$ cat src/rtl/mdu.sv
`default_nettype none
// ============================================================================
// Module   : mdu
// Purpose  : Multi-cycle multiply/divide unit feeding the HI/LO register
//            file. Signed/unsigned 32x32->64 multiply and radix-2 restoring
//            divide with MIPS-style sign rules and divide-by-zero results.
// Revision : 1.0 - initial release
// ============================================================================
module mdu #(
   parameter int unsigned MUL_CYCLES = 2
) (
   input  logic        clk,
   input  logic        resetn,
   input  logic        start,
   input  logic [1:0]  op,
   input  logic [31:0] src_a,
   input  logic [31:0] src_b,
   input  logic        flush,
   output logic        busy,
   output logic        done,
   output logic [1:0]  hilo_wen,
   output logic [31:0] hi_wdata,
   output logic [31:0] lo_wdata
);

   localparam logic [1:0] S_IDLE = 2'd0;
   localparam logic [1:0] S_MUL  = 2'd1;
   localparam logic [1:0] S_DIV  = 2'd2;
   localparam logic [1:0] S_FIN  = 2'd3;

   localparam logic [4:0] C_MUL_LAST = 5'(MUL_CYCLES - 1);
   localparam logic [4:0] C_DIV_LAST = 5'd31;

   logic [1:0]  state_q, state_d;
   logic [4:0]  cnt_q,   cnt_d;
   logic [1:0]  op_q,    op_d;
   logic [31:0] a_q,     a_d;
   logic [31:0] b_q,     b_d;
   logic [31:0] dq_q,    dq_d;    // dividend magnitude shifting out, quotient shifting in
   logic [31:0] rem_q,   rem_d;   // partial remainder magnitude
   logic [31:0] hi_q,    hi_d;
   logic [31:0] lo_q,    lo_d;

   // Operand interpretation: op[0]=0 selects the signed flavour of either operation.
   logic        w_signed_op;
   logic        w_a_neg;
   logic        w_b_neg;
   logic [31:0] w_b_mag;
   logic [63:0] w_product;
   logic        w_src_a_neg;
   logic [32:0] w_rem_shift;
   logic [32:0] w_rem_diff;
   logic        w_step_ok;
   logic [31:0] w_rem_next;
   logic [31:0] w_dq_next;
   logic [31:0] w_quot_fix;
   logic [31:0] w_rem_fix;

   // Shared datapath: sign-extended product and one restoring-division step.
   always_comb begin
      w_signed_op = ~op_q[0];
      w_a_neg     = w_signed_op & a_q[31];
      w_b_neg     = w_signed_op & b_q[31];
      w_b_mag     = w_b_neg ? (32'd0 - b_q) : b_q;
      // Sign-extending to 64 bits makes a plain 64-bit multiply give the
      // correct two's-complement product for both signed and unsigned ops.
      w_product   = {{32{w_a_neg}}, a_q} * {{32{w_b_neg}}, b_q};
      w_src_a_neg = ~op[0] & src_a[31];
      w_rem_shift = {rem_q, dq_q[31]};
      w_rem_diff  = w_rem_shift - {1'b0, w_b_mag};
      w_step_ok   = ~w_rem_diff[32];
      w_rem_next  = w_step_ok ? w_rem_diff[31:0] : w_rem_shift[31:0];
      w_dq_next   = {dq_q[30:0], w_step_ok};
      // Quotient truncates toward zero; remainder follows the dividend sign.
      w_quot_fix  = (w_a_neg ^ w_b_neg) ? (32'd0 - w_dq_next) : w_dq_next;
      w_rem_fix   = w_a_neg ? (32'd0 - w_rem_next) : w_rem_next;
   end

   // Next-state logic for the controller and all datapath registers.
   always_comb begin
      state_d = state_q;
      cnt_d   = cnt_q;
      op_d    = op_q;
      a_d     = a_q;
      b_d     = b_q;
      dq_d    = dq_q;
      rem_d   = rem_q;
      hi_d    = hi_q;
      lo_d    = lo_q;

      case (state_q)
         S_IDLE: begin
            if (start) begin
               op_d    = op;
               a_d     = src_a;
               b_d     = src_b;
               cnt_d   = 5'd0;
               dq_d    = w_src_a_neg ? (32'd0 - src_a) : src_a;
               rem_d   = 32'd0;
               state_d = op[1] ? S_DIV : S_MUL;
            end
         end
         S_MUL: begin
            cnt_d = cnt_q + 5'd1;
            if (cnt_q == C_MUL_LAST) begin
               hi_d    = w_product[63:32];
               lo_d    = w_product[31:0];
               state_d = S_FIN;
            end
         end
         S_DIV: begin
            cnt_d = cnt_q + 5'd1;
            dq_d  = w_dq_next;
            rem_d = w_rem_next;
            if (cnt_q == C_DIV_LAST) begin
               // Divide-by-zero bypasses sign correction so hi returns src_a unchanged.
               if (b_q == 32'd0) begin
                  hi_d = a_q;
                  lo_d = 32'hFFFF_FFFF;
               end else begin
                  hi_d = w_rem_fix;
                  lo_d = w_quot_fix;
               end
               state_d = S_FIN;
            end
         end
         default: begin
            state_d = S_IDLE;
         end
      endcase

      // A flush abandons whatever is in flight, including a start in IDLE,
      // and keeps the result registers from being overwritten.
      if (flush) begin
         state_d = S_IDLE;
         hi_d    = hi_q;
         lo_d    = lo_q;
      end
   end

   // State and datapath registers with synchronous active-low reset.
   always_ff @(posedge clk) begin
      if (!resetn) begin
         state_q <= S_IDLE;
         cnt_q   <= 5'd0;
         op_q    <= 2'd0;
         a_q     <= 32'd0;
         b_q     <= 32'd0;
         dq_q    <= 32'd0;
         rem_q   <= 32'd0;
         hi_q    <= 32'd0;
         lo_q    <= 32'd0;
      end else begin
         state_q <= state_d;
         cnt_q   <= cnt_d;
         op_q    <= op_d;
         a_q     <= a_d;
         b_q     <= b_d;
         dq_q    <= dq_d;
         rem_q   <= rem_d;
         hi_q    <= hi_d;
         lo_q    <= lo_d;
      end
   end

   // Outputs: the write strobe is gated by flush in the same cycle.
   always_comb begin
      busy     = (state_q != S_IDLE);
      done     = (state_q == S_FIN) & ~flush;
      hilo_wen = {2{done}};
      hi_wdata = hi_q;
      lo_wdata = lo_q;
   end

endmodule
`default_nettype wire

$ cat config.mk
export PLATFORM = sky130hd
export DESIGN_NAME = mdu
export DESIGN_NICKNAME = d
export VERILOG_FILES = /design/src/rtl/mdu.sv
export SDC_FILE = /design/constraint.sdc
export NUM_CORES = 2
export LEC_CHECK = 0
export ABC_AREA = 1
export CORE_ASPECT_RATIO = 0.8
export CORE_UTILIZATION = 50
export CTS_BUF_LIST = sky130_fd_sc_hd__clkbuf_16
export DETAILED_ROUTE_END_ITERATION = 6
export PLACE_DENSITY_LB_ADDON = 0.2
export RECOVER_POWER = 50
export SYNTH_ARGS = -nofsm -noshare
export SYNTH_HDL_FRONTEND = slang
export SYNTH_SLANG_ARGS = --single-unit
$ cat constraint.sdc
create_clock -name clk -period 16.5 [get_ports clk]
set_input_delay 3.3 -clock clk [delete_from_list [all_inputs] [get_ports clk]]
set_output_delay 3.3 -clock clk [all_outputs]
set_load 0.05 [all_outputs]
==> impl_results.md <==
- Status: complete, but fails checks
- Failing checks: max-capacitance violations, max-slew violations
- 1st-pass router iterations: 7
- Die height: 294.8 um
- Clock Power Share: 4.4%
- Final min period: 9.103 ns
- Post-DP HPWL: 143300 um
- Resized cells post-CTS: 0
- Site Rows: 107
- Clk slew on worst S/H paths: 0.10 ns
- WP data required: 16.88 ns
- Htree depth: 4
- Syn_nets: 8665
- Initial antenna violation count: 9
- Placed cell area: 55960 um^2
- Most frequent cell after synthesis: inv_1
- DRC: 0
- Share of the synthesized area in the top cell type: 42.06%
- Yosys top cell by area: fa_1
- Power Dens Cells: 175.1 nW/um^2
- Clock Path Buffers: 2
- Final setup viols: 0
- Int Power: 3.594 mW
- FFs w/ async S/R, synth: 0%
- Register-to-register setup slack: 7.40 ns
- CTS Root Cell: clkbuf_16
- Clk Latency, worst-skew pair: 0.48 ns
- Initial Util: 50.42%
- CP max FO: 37
- Nets: 8535
- Min-Delay Path Class: flip-flop to flip-flop
- Final Hold Viols: 0
- Vias per cell: 5.386
- I/O Buffers: 137
- Most area-consuming cells after synthesis: fa_1, inv_1, nand2_1
- Final setup skew: 0.02644 ns
- Switching Fraction: 63.68%
- Largest net degree at the start of global routing: 78
- Final GP Congestion: 1.006
- Crit Path Category: flip-flop to flip-flop
- Fin area: 56520 um^2
- Slew margin rel.: -128.6%
- Number of global-route vias before repair: 45822
- Sink Count: 200
- Synthesized area: 53600 um^2
- Iter 0 DRT Violations: 4621
- Combinational share of power: 89.8%
- Synth cell types: 59
- CP startpoint kind: flip-flop
- Syn-to-layout area delta: 5.449%
- Share of cells above drive strength 1: 3.283%
- Synth Flop Type: dfxtp_1
- CORE AREA: 106300 um^2
- Synthesized instance count: 7214
- Routed length per placed instance: 20.97 um
- Leak: 30.79 nW
- First-pass GRT wire length: 278900 um
- Final period utilization: 55.17%
- Max-slew violation count: 203
- Crit. End Element: flip-flop
- Sequential share of the synthesized area: 7.471%
- CTS tree: yes
- DIE AREA: 108500 um^2
- Num CTS Buffers: 17
- Sequential share of power: 5.8%
- Ys Warns: 0
- Fillers: 10338
- Post-synth EDFFs: 0
- Worst VDD drop: 266.8 uV
- Total global-route track usage: 33.83%
- Gr ovfl total: 0
- Measured slew at the worst slew-check pin: 3.430 ns
- # IOs: 138
- Via Count: 45881
- Post-DRT Antenna Nets: 0
- Sw power: 6.300 mW
- Critical path arrival: 9.48 ns
- TNS Setup: 0 ns
- Post-CTS repair timing setup buffer count: 0
- Chip Width: 368.0 um
- RSZ-0062 raised after global routing: no
- Max frequency: 109.9 MHz
- Routed WL: 178600 um
- Flops & latches, synth: 200
- Synth cell count leaders: inv_1, nand2_1, fa_1
- Max cap viols: 3
- Cts hold-fix bufs: 0
- Syn_area_per_cell: 7.429 um^2
[per-stage QoR]
stage               worst slack [ns]  power (mW)  hold slack [ns]  util (%)  std cells
finish                         7.397       9.894           0.4636     53.17       8518
global route                   6.919       10.86           0.4849     53.16       8515
CTS                            7.490       9.856           0.4665     53.17       8514
detailed placement             7.563       9.380           0.4545     52.64       8482
global placement               7.696       9.393           0.4527     52.64       8482
floorplan                      8.828       6.238           0.4435         -       7214
[final timing paths]
check,from,to,cells past startpoint
worst max-delay path,b_q[7],hi_wdata[28],27
worst min-delay path,lo_wdata[5],lo_wdata[5],2
worst max register to register,b_q[7],hi_wdata[28],27
worst min register to register,lo_wdata[5],lo_wdata[5],2
[cells by family after synthesis]
logic type | share of synthesized area, %
adder cells (fa/ha/maj) | 48.01
buffers and inverters | 15.94
flip-flops | 7.471
AND/OR/NAND/NOR | 19.16
XOR/XNOR | 1.700
AO/OA/AOI/OAI | 7.723
[worst max-delay path, stage by stage (launching register included)]
cell      delay [ns]
dfxtp_2         1.06
nand2_1         0.24
nor2_1          0.23
fa_1            0.45
inv_1           0.26
fa_1            0.51
inv_1           0.19
fa_1            0.48
fa_1            0.87
inv_1           0.35
fa_1            0.56
inv_1           0.05
fa_1            0.53
inv_1           0.05
fa_1            0.44
fa_1            0.49
inv_1           0.04
ha_1            0.33
a21oi_1         0.23
o21ai_0         0.24
nand2_1         0.12
o211ai_1        0.16
a21oi_1         0.16
o21ai_0         0.09
a41oi_1         0.28
xor2_1          0.24
a21oi_1         0.11
a21oi_1         0.19
[per-layer routing]
metal	GRT usage (%)	wire length, um
met4	7.418	4648
met2	50.83	76790
met5	0	27
met1	50.11	79380
met3	6.918	17760
[flip-flops by register name, indices dropped and copies added (netlist names)]
name	count
hi_wdata	32
cnt_q	5
rem_q	32
lo_wdata	32
op_q	1
dq_q	32
a_q	32
state_q	2
b_q	32
[cell type report]
| class | count | area (um^2) | area share, % |
|---|---|---|---|
| Clock inverter | 15 | 132.6 | 0.2347 |
| Tap cell | 1417 | 1773 | 3.137 |
| Clock buffer | 17 | 425.4 | 0.7527 |
| Sequential cell | 200 | 4035 | 7.140 |
| Antenna cell | 4 | 10.01 | 0.01771 |
| Timing Repair Buffer | 218 | 1966 | 3.478 |
| Multi-Input combinational cell | 4759 | 41090 | 72.70 |
| Inverter | 1888 | 7087 | 12.54 |
[power by group through the flow]
stage | Clock [mW] | Combinational, mW | Sequential (mW)
after CTS | 0.428 | 8.85 | 0.575
after detailed placement | 0 | 8.79 | 0.587
final | 0.432 | 8.88 | 0.577
after global routing | 0.450 | 9.83 | 0.580
after floorplan | 0 | 5.64 | 0.598
after global placement | 0 | 8.81 | 0.586
[cell usage in the layout (no fill, tap or decap), types with 11 or more instances in the layout]
cell / count
xnor2_1: 36
fa_1: 1126
clkdlybuf4s50_1: 71
o21ai_0: 259
clkbuf_16: 17
o21ai_1: 13
or2_2: 27
nand2_1: 1798
a21oi_1: 303
o21bai_1: 14
o221ai_1: 19
nand3_1: 191
a21o_1: 11
nand3b_1: 11
nand4_1: 21
ha_1: 254
dlygate4sd3_1: 65
nor3_1: 44
nand2_2: 22
nor2_1: 370
inv_1: 1873
dfxtp_2: 25
xor2_1: 68
o211ai_1: 34
a31oi_1: 23
buf_4: 79
inv_2: 12
dfxtp_1: 175
o21a_1: 31
(Power assumes the default switching activity.)
